## config.mk

```make
export PLATFORM = sky130hd
export DESIGN_NAME = branch_resolve_unit_flat
export DESIGN_NICKNAME = d
export VERILOG_FILES = /design/src/rtl/branch_resolve_unit_if.sv /design/src/rtl/branch_resolve_unit.sv /design/src/flat_wrapper.sv
export SDC_FILE = /design/constraint.sdc
export NUM_CORES = 1
export LEC_CHECK = 0
export CORE_MARGIN = 1.5
export CORE_UTILIZATION = 53
export DETAILED_ROUTE_END_ITERATION = 7
export GPL_TIMING_DRIVEN = 0
export PLACE_DENSITY = 0.89
export REMOVE_ABC_BUFFERS = 1
export SLEW_MARGIN = 25
export SYNTH_ARGS = -nofsm -noshare
export SYNTH_HDL_FRONTEND = slang
export SYNTH_SLANG_ARGS = --single-unit
```

## constraint.sdc

```tcl
create_clock -name clk -period 5.9 [get_ports clk]
set_input_delay 1.18 -clock clk [delete_from_list [all_inputs] [get_ports clk]]
set_output_delay 1.18 -clock clk [all_outputs]
set_load 0.1 [all_outputs]
```

## src/rtl/branch_resolve_unit_if.sv

```systemverilog
// Purpose : request/result bundle between decode/regfile read, the branch
//           resolve stage and the PC-select mux.
// Ports   : in_* request side (valid/ready), out_* result side (valid/ready).
//           master = producer/consumer environment, slave = resolve unit.
interface branch_resolve_unit_if #(
  parameter int XLEN = 64
);
  logic            in_valid;
  logic            in_ready;
  logic [2:0]      in_funct3;
  logic [XLEN-1:0] in_rs1;
  logic [XLEN-1:0] in_rs2;
  logic [XLEN-1:0] in_pc;
  logic [XLEN-1:0] in_imm;
  logic            in_pred_taken;
  logic            out_valid;
  logic            out_ready;
  logic            out_taken;
  logic [XLEN-1:0] out_target;
  logic            out_mispredict;
  logic            out_illegal;

  modport master (
    output in_valid, in_funct3, in_rs1, in_rs2, in_pc, in_imm, in_pred_taken, out_ready,
    input  in_ready, out_valid, out_taken, out_target, out_mispredict, out_illegal
  );

  modport slave (
    input  in_valid, in_funct3, in_rs1, in_rs2, in_pc, in_imm, in_pred_taken, out_ready,
    output in_ready, out_valid, out_taken, out_target, out_mispredict, out_illegal
  );
endinterface

```

## src/rtl/branch_resolve_unit.sv

```systemverilog
// Purpose : resolves RV64 branch conditions, next PC and misprediction, with
//           saturating branch / mispredict statistics counters.
// Latency : result on out_* one cycle after acceptance; one result per cycle.
// Backpr. : in_ready = empty | out_ready; a held result stays stable while !out_ready.
// Ports   : clk, rst_n (async, active low); bus (slave modport: in_* request,
//           out_* result); cnt_clear (sync clear); branch_count, mispredict_count.
module branch_resolve_unit #(
  parameter int XLEN    = 64,
  parameter int CNT_W   = 32,
  parameter int PC_STEP = 4
) (
  input  logic                 clk,
  input  logic                 rst_n,
  branch_resolve_unit_if.slave bus,
  input  logic                 cnt_clear,
  output logic [CNT_W-1:0]     branch_count,
  output logic [CNT_W-1:0]     mispredict_count
);

  typedef enum logic {
    EMPTY = 1'b0,
    FULL  = 1'b1
  } state_t;

  localparam logic [CNT_W-1:0] CNT_MAX = '1;

  state_t          state;
  logic            accept;
  logic            legal;
  logic            taken;
  logic            mispredict;
  logic [XLEN-1:0] target;

  logic            taken_q;
  logic            mispredict_q;
  logic            illegal_q;
  logic [XLEN-1:0] target_q;

  // A full stage can still take a new request in the same cycle its result drains.
  assign bus.in_ready = (state == EMPTY) | bus.out_ready;
  assign accept       = bus.in_valid & bus.in_ready;

  always_comb begin
    legal = 1'b1;
    taken = 1'b0;
    case (bus.in_funct3)
      3'b000:  taken = (bus.in_rs1 == bus.in_rs2);
      3'b001:  taken = (bus.in_rs1 != bus.in_rs2);
      3'b100:  taken = ($signed(bus.in_rs1) <  $signed(bus.in_rs2));
      3'b101:  taken = ($signed(bus.in_rs1) >= $signed(bus.in_rs2));
      3'b110:  taken = (bus.in_rs1 <  bus.in_rs2);
      3'b111:  taken = (bus.in_rs1 >= bus.in_rs2);
      default: legal = 1'b0;
    endcase
  end

  // Additions wrap modulo 2^XLEN by construction; an illegal code is never taken,
  // so it falls through to pc + PC_STEP.
  assign target     = taken ? (bus.in_pc + bus.in_imm) : (bus.in_pc + XLEN'(PC_STEP));
  assign mispredict = legal & (taken ^ bus.in_pred_taken);

  always_ff @(posedge clk or negedge rst_n) begin
    if (!rst_n) begin
      state        <= EMPTY;
      taken_q      <= 1'b0;
      mispredict_q <= 1'b0;
      illegal_q    <= 1'b0;
      target_q     <= '0;
    end else begin
      case (state)
        EMPTY: if (accept) state <= FULL;
        FULL:  if (bus.out_ready && !bus.in_valid) state <= EMPTY;
        default: state <= EMPTY;
      endcase
      // Result registers only move on acceptance, which keeps a stalled result stable.
      if (accept) begin
        taken_q      <= taken;
        mispredict_q <= mispredict;
        illegal_q    <= ~legal;
        target_q     <= target;
      end
    end
  end

  assign bus.out_valid      = (state == FULL);
  assign bus.out_taken      = taken_q;
  assign bus.out_mispredict = mispredict_q;
  assign bus.out_illegal    = illegal_q;
  assign bus.out_target     = target_q;

  // Counting on acceptance (not on output) means a held result is counted once.
  // Clear takes priority over a concurrent acceptance.
  always_ff @(posedge clk or negedge rst_n) begin
    if (!rst_n) begin
      branch_count     <= '0;
      mispredict_count <= '0;
    end else if (cnt_clear) begin
      branch_count     <= '0;
      mispredict_count <= '0;
    end else if (accept) begin
      if (legal && (branch_count != CNT_MAX))
        branch_count <= branch_count + CNT_W'(1);
      if (mispredict && (mispredict_count != CNT_MAX))
        mispredict_count <= mispredict_count + CNT_W'(1);
    end
  end

endmodule
```

## src/flat_wrapper.sv

```systemverilog
// flat-port wrapper written by rule: the top's interface ports become plain ports
module branch_resolve_unit_flat 
#(
  parameter int XLEN    = 64,
  parameter int CNT_W   = 32,
  parameter int PC_STEP = 4
)
  (clk, rst_n, cnt_clear, branch_count, mispredict_count, bus_in_valid, bus_in_funct3, bus_in_rs1, bus_in_rs2, bus_in_pc, bus_in_imm, bus_in_pred_taken, bus_out_ready, bus_in_ready, bus_out_valid, bus_out_taken, bus_out_target, bus_out_mispredict, bus_out_illegal);
  branch_resolve_unit_if #(.XLEN(XLEN)) bus_i ();
  input  logic clk;
  input  logic rst_n;
  input  logic cnt_clear;
  output logic [CNT_W-1:0] branch_count;
  output logic [CNT_W-1:0] mispredict_count;
  input wire logic [$bits(bus_i.in_valid)-1:0] bus_in_valid;
  input wire logic [$bits(bus_i.in_funct3)-1:0] bus_in_funct3;
  input wire logic [$bits(bus_i.in_rs1)-1:0] bus_in_rs1;
  input wire logic [$bits(bus_i.in_rs2)-1:0] bus_in_rs2;
  input wire logic [$bits(bus_i.in_pc)-1:0] bus_in_pc;
  input wire logic [$bits(bus_i.in_imm)-1:0] bus_in_imm;
  input wire logic [$bits(bus_i.in_pred_taken)-1:0] bus_in_pred_taken;
  input wire logic [$bits(bus_i.out_ready)-1:0] bus_out_ready;
  output wire logic [$bits(bus_i.in_ready)-1:0] bus_in_ready;
  output wire logic [$bits(bus_i.out_valid)-1:0] bus_out_valid;
  output wire logic [$bits(bus_i.out_taken)-1:0] bus_out_taken;
  output wire logic [$bits(bus_i.out_target)-1:0] bus_out_target;
  output wire logic [$bits(bus_i.out_mispredict)-1:0] bus_out_mispredict;
  output wire logic [$bits(bus_i.out_illegal)-1:0] bus_out_illegal;
  assign bus_i.in_valid = bus_in_valid;
  assign bus_i.in_funct3 = bus_in_funct3;
  assign bus_i.in_rs1 = bus_in_rs1;
  assign bus_i.in_rs2 = bus_in_rs2;
  assign bus_i.in_pc = bus_in_pc;
  assign bus_i.in_imm = bus_in_imm;
  assign bus_i.in_pred_taken = bus_in_pred_taken;
  assign bus_i.out_ready = bus_out_ready;
  assign bus_in_ready = bus_i.in_ready;
  assign bus_out_valid = bus_i.out_valid;
  assign bus_out_taken = bus_i.out_taken;
  assign bus_out_target = bus_i.out_target;
  assign bus_out_mispredict = bus_i.out_mispredict;
  assign bus_out_illegal = bus_i.out_illegal;
  branch_resolve_unit #(.XLEN(XLEN), .CNT_W(CNT_W), .PC_STEP(PC_STEP)) u_core (.clk(clk), .rst_n(rst_n), .bus(bus_i), .cnt_clear(cnt_clear), .branch_count(branch_count), .mispredict_count(mispredict_count));
endmodule
```

Word-level counts from Yosys, hierarchy flattened

Cells that the tools add are included.

Output and inout port bits: 133
Register bits: 132

Eq/ne operators: 9
Multiplexer cells: 12
Bitwise gates (word level): 6
Reduce and logical (&&, ||, !) cells: 11
Add/sub/neg operators: 4
$lt $le $gt $ge: 4

Operator list:

| cell                                                                  | number |
|---|---|
| 32-bit 2-to-1 mux                                                     | 6 |
| 64-bit >= comparator                                                  | 2 |
| 64-bit less-than comparator                                           | 2 |
| 32-bit by 1-bit adder with 32-bit output, second input constant       | 2 |
| 64-bit by 3-bit adder with 64-bit output, second input constant       | 1 |
| 64-bit adder                                                          | 1 |
| 64-bit equality test                                                  | 1 |
| 64-bit 2-to-1 mux                                                     | 1 |
| 32-bit inequality test, second input constant                         | 2 |
| 64-bit inequality test                                                | 1 |
| 3-bit equality test, second input constant                            | 4 |
| 1-bit one-hot mux with 6 select lines                                 | 1 |
| 2-bit nonzero test                                                    | 3 |
| 6-bit OR reduction                                                    | 1 |
| 2-bit AND reduction                                                   | 2 |
| 3-bit by 1-bit equality test with 1-bit output, second input constant | 1 |
| 1-bit logical AND                                                     | 3 |
| 3-bit zero test                                                       | 1 |
| 1-bit 2-to-1 mux                                                      | 3 |
| 1-bit AND                                                             | 2 |
| 1-bit inverter                                                        | 2 |
| 1-bit one-hot mux with 2 select lines                                 | 1 |
| 1-bit zero test                                                       | 1 |
| 1-bit OR                                                              | 1 |
| 1-bit XOR                                                             | 1 |

Longest topological paths before layout

Depth in word-level cells: 8
Depth in mapped cells: 15
Mapped depth without buffers: 13

Worst setup path after synthesis

Ideal clock, no wire load.

Path type: input-to-reg
From: input bus_out_ready
To: register u_core.branch_count[29]
Path buffers: 1
Stages: 9
Data arrival time: 4063 ps
Path slack: 1759 ps
Library setup time: 78 ps
Cell sequence: nand2b_1 and2_1 clkbuf_1 nand3_1 nor4_2 nand3_1 or3_1 or3_1 a21oi_1

Longest elaborated chain between the ends: 4

RTL lines:

| what                                 | RTL line                   | RTL |
|---|---|---|
| from (decl)                          | flat_wrapper.sv:22         | `input wire logic [$bits(bus_i.out_ready)-1:0] bus_out_ready;` |
| 1-bit OR                             | branch_resolve_unit.sv:40  | `assign bus.in_ready = (state == EMPTY) \| bus.out_ready;` |
| 1-bit AND                            | branch_resolve_unit.sv:41  | `assign accept = bus.in_valid & bus.in_ready;` |
| 2-bit nonzero test (no source line)  | --                         |  |
| 2-bit AND reduction (no source line) | --                         |  |
| to (signal assigned)                 | branch_resolve_unit.sv:102 | `branch_count <= branch_count + CNT_W'(1);` |
| to (decl)                            | branch_resolve_unit.sv:16  | `output logic [CNT_W-1:0] branch_count,` |

No other way between the ends.
A chain may end at the register's enable or synchronous reset.

Final worst setup path

From: input bus_in_rs2[30]
To: register u_core.mispredict_count[0]

Longest elaborated chain between the ends: 7
Elaborated cells between the ends (all ways): 12

RTL lines:

| what                                               | RTL line                   | RTL |
|---|---|---|
| from (decl)                                        | flat_wrapper.sv:18         | `input wire logic [$bits(bus_i.in_rs2)-1:0] bus_in_rs2;` |
| 64-bit >= comparator, or another cell as far along | branch_resolve_unit.sv:52  | `3'b111: taken = (bus.in_rs1 >= bus.in_rs2);` |
| 1-bit one-hot mux with 6 select lines *            | branch_resolve_unit.sv:46  | `case (bus.in_funct3)` |
| 1-bit XOR *                                        | branch_resolve_unit.sv:60  | `assign mispredict = legal & (taken ^ bus.in_pred_taken);` |
| 1-bit AND *                                        | branch_resolve_unit.sv:60  |  |
| 1-bit logical AND *                                | branch_resolve_unit.sv:103 | `if (mispredict && (mispredict_count != CNT_MAX))` |
| 2-bit nonzero test (no source line) *              | --                         |  |
| 2-bit AND reduction (no source line) *             | --                         |  |
| to (signal assigned)                               | branch_resolve_unit.sv:104 | `mispredict_count <= mispredict_count + CNT_W'(1);` |
| to (decl)                                          | branch_resolve_unit.sv:17  | `output logic [CNT_W-1:0] mispredict_count` |

Every way passes the cells marked *; elsewhere a longest branch is shown, timed or not.

==> flow_metrics.tcl <==
set metrics [dict create \
    critical_path.n_buffers_inverters 2 \
    critPathSlowestCell "or3_2" \
    muxShareOfSynthArea 0.0405 \
    place_area_sq_um 17600 \
    preCtsSetupSlack_ns 0.314 \
    reg2reg_setup_slack_ns 2.37 \
    drtAntennaViolNets 0 \
    worst_hold_path_type "flip-flop to flip-flop" \
    cts.htree.levels 4 \
    post-route-worst-setup-slack_ns 0.639 \
    peakVddDrop_mv 0.290 \
    ys_async_sr_fraction 1.00 \
    synth_warnings 0 \
    latest_clock_arrival_within_the_worst_skew_pair_ns 0.44 \
    area_growth_pct 36.9 \
    reg2reg_depth 10 \
    timing_max_transition_violations_final 0 \
    slew_at_the_pin_closest_to_its_max_slew_limit_ns 1.09 \
    grt_setup_unrepaired "false" \
    top_level_ports 398 \
    initial_drc_count 1449 \
    design.core.area_sq_um 24500 \
    synth_cells 1692 \
    die_height_um 161 \
    nFillCells 1796 \
    wire_length_of_the_first_global_routing_pass_mm 74.0 \
    powerDensity_nw_per_um2 236 \
    post-dp-hpwl_mm 36.6 \
    cell_by_cell_listing_of_the_critical_path "clkdlybuf4s50_1 -> inv_1 -> ha_1 -> nand4_1 -> nor4_1 -> nand4_1 -> xnor2_1 -> a21oi_1 -> a31oi_2 -> o311ai_4 -> or3_2 -> a21boi_2 -> mux2_1" \
    cts_buffer_depth 2 \
    global_route.overflow_total 0 \
    postCtsSetupRepairBufs 0 \
    critical_path_peak_fanout 32 \
    synth_area_per_cell_sq_um 7.87 \
    cp_data_required_time_ns 6.21 \
    synth_top_family_by_area "simple AND/OR/NAND/NOR gates" \
    dieArea_sq_um 26100 \
    critical_path_endpoint_category "flip-flop" \
    synthXorXnorAreaFrac 0.0888 \
    regToRegStartpoint "u_core.mispredict_count[7]$_DFFE_PN0P_" \
    ys.flop_type "dfrtp_1" \
    synth_simple_gate_area_frac 0.240 \
    cts_resized 0 \
    criticalPathCategory "input port to flip-flop" \
    cts.clk_slew.worst_paths_ns 0.06 \
    detailedRoute.firstPassIterationCount 6 \
    ys_seq_elements 132 \
    finalWeightedCongestion 0.972 \
    track_usage 0.358 \
    finalSetupTns_ns 0 \
    crit_top_cell "nand4_1" \
    cts_tree "built" \
    maximum_number_of_pins_on_one_net_before_global_route_repair 91 \
    timing.max_cap.violations 0 \
    ys_seq_area_frac 0.248 \
    via_count_of_the_first_global_routing_pass 14000 \
    synth-adder-area-share 0.124 \
    min_path_cells 2 \
    std_cell_rows 57 \
    drt-wirelength-per-cell_um 19.8 \
    endpoint_of_the_worst_hold_path "u_core.bus.out_taken$_DFFE_PN0P_" \
    timing.critical_path.slowest_cell_delay_ns 0.88 \
    cp-start-kind "input port" \
    whs_ns 0.481 \
    synthesis.area_sq_um 13300 \
    final_nets 2440 \
    root_buffer "clkbuf_16" \
    grt_antenna_before_repair 2 \
    run_status "finished clean" \
    synth_compound_area_frac 0.207 \
    cellLeakagePower_nw 7.88 \
    postRouteWirelength_mm 47.2 \
    post-route-min-period_ns 5.26 \
    viasPerCell 6.13 \
    slew-limit-headroom 0.269 \
    finClkSkew_ns 0.0132 \
    floorplan.initialDensity 0.544 \
    drcViolationCount 0 \
    die-width_um 161 \
    synth_cell_types 76 \
    setup_viols_final 0 \
    final_standard_cell_area_without_fillers_sq_um 18200 \
    synth_enable_flop_cells 0 \
    cts-hold-fix-buffers 0 \
    tritoncts_buffer_count 17 \
    regToRegEndpoint "u_core.mispredict_count[17]$_DFFE_PN0P_" \
    crit_family "simple AND/OR/NAND/NOR gates" \
    worst_hold_path_startpoint "u_core.bus.out_taken$_DFFE_PN0P_" \
    cts_num_sinks 132 \
    final_hold_violations 0 \
    total_number_of_vias 14600 \
    post_route_cells_drive_above_1_share 0.0404 \
    critical_path_arrival_ns 5.57 \
    port-buffer-count 397 \
    achievable-frequency_mhz 190 \
    timing.final.crit_share 0.892 \
]
power by group:
| part | total, mW | switching [mW] | internal, mW |
|---|---|---|---|
| Combinational | 2.09 | 1.42 | 0.667 |
| Clock | 1.13 | 0.491 | 0.643 |
| Sequential | 1.07 | 0.0694 | 1.00 |
| Total | 4.30 | 1.98 | 2.31 |
final cells by class:
| class | count | area, sq um | area share |
|---|---|---|---|
| multi-input combinational | 1394 | 9380 | 0.515 |
| timing repair buffer | 406 | 4170 | 0.229 |
| sequential | 132 | 3300 | 0.181 |
| clock buffer | 17 | 425 | 0.0233 |
| tap | 324 | 405 | 0.0222 |
| inverter | 93 | 349 | 0.0192 |
| clock inverter | 15 | 184 | 0.0101 |
| antenna | 2 | 5.00 | 0.000275 |
tightest hold or removal path, stage by stage, from the launching register on:
cell     delay, ns
dfrtp_1       0.35
nand2_1       0.05
nand2_1       0.05
worst max path at each step:
stage | from | to | cells past startpoint
after detailed placement | bus_in_rs2[30] | u_core.mispredict_count[0]$_DFFE_PN0P_ | 13
after floorplan | bus_out_ready | u_core.branch_count[29]$_DFFE_PN0P_ | 8
after global routing | bus_in_rs2[30] | u_core.bus.out_target[52]$_DFFE_PN0P_ | 13
after global placement | rst_n | u_core.branch_count[27]$_DFFE_PN0P_ | 1
after CTS | bus_in_rs2[30] | u_core.mispredict_count[0]$_DFFE_PN0P_ | 13
final | bus_in_rs2[30] | u_core.mispredict_count[0]$_DFFE_PN0P_ | 13
per-layer routing:
| layer | wire length (um) | part of all wire | up-vias | GRT usage |
|---|---|---|---|---|
| met1 | 19900 | 0.42 | 6953 | 0.477 |
| met2 | 22300 | 0.47 | 752 | 0.595 |
| met3 | 3760 | 0.080 | 112 | 0.0568 |
| met5 | 0 | 0 | - | 0 |
| li1 | - | - | 6802 | - |
| met4 | 1240 | 0.026 | 0 | 0.109 |
logic make-up (layout without fill, tap and decap cells):
kind of cell / count (synthesis) / count (layout)
other: 0 / 2
flip-flops: 132 / 132
adder cells (fa/ha/maj): 131 / 131
multiplexers: 50 / 50
buffers and inverters: 166 / 531
AO/OA/AOI/OAI: 433 / 433
XOR/XNOR: 135 / 135
AND/OR/NAND/NOR: 645 / 645
synthesized netlist by cell type, types with 4 or more instances:
cell	number	area [sq um]
nand2_1	169	634
nor2_1	153	574
a21oi_1	150	751
dfrtp_1	132	3300
ha_1	130	1630
inv_1	92	345
xnor2_1	79	692
o21ai_0	77	385
nand4_1	75	469
nand3_1	69	345
xor2_1	56	490
a21o_1	46	345
clkbuf_1	46	173
nor2b_1	41	257
mux2_1	31	349
and3_1	28	175
nor3_1	25	125
a31oi_1	22	138
buf_2	21	105
mux2i_1	19	190
a21oi_2	15	131
and4_1	15	131
o211ai_1	15	113
o21ai_1	15	75.1
nand2b_1	13	81.3
o21bai_1	13	97.6
nor4_1	12	75.1
and2_1	11	68.8
or3_1	10	62.6
o21a_1	9	67.6
a22oi_1	8	60.1
a221oi_1	7	61.3
a211oi_1	6	45.0
o31ai_1	6	45.0
nor3b_1	5	37.5
a21boi_0	4	30.0
buf_6	4	45.0
nand3b_1	4	30.0
or4_1	4	30.0
registers in the layout, summed over array words and instances, names as in the netlist:
register / count
u_core.mispredict_count: 32
u_core.bus.out_target: 64
u_core.bus.out_mispredict: 1
u_core.branch_count: 32
u_core.bus.out_valid: 1
u_core.bus.out_taken: 1
u_core.bus.out_illegal: 1
stage by stage:
| step | power, mW | cells | util |
|---|---|---|---|
| after floorplan | 2.45 | 1619 | - |
| after detailed placement | 3.14 | 2349 | 0.720 |
| final | 4.30 | 2383 | 0.745 |
| after global placement | 3.10 | 2340 | 0.709 |
| after CTS | 4.28 | 2381 | 0.745 |
| after global routing | 4.46 | 2383 | 0.745 |
cells in the final DEF (no fill, tap or decap), drive strengths merged, types with 75 or more instances in the layout:
cell type | synthesis | routed
nand4 | 75 | 75
dfrtp | 132 | 132
inv | 93 | 101
xnor2 | 79 | 79
o21ai | 93 | 93
nand2 | 170 | 170
a21oi | 165 | 165
ha | 130 | 130
clkdlybuf4s50 | 0 | 395
nor2 | 154 | 154
Note: power is estimated with default switching activity, not from simulation.
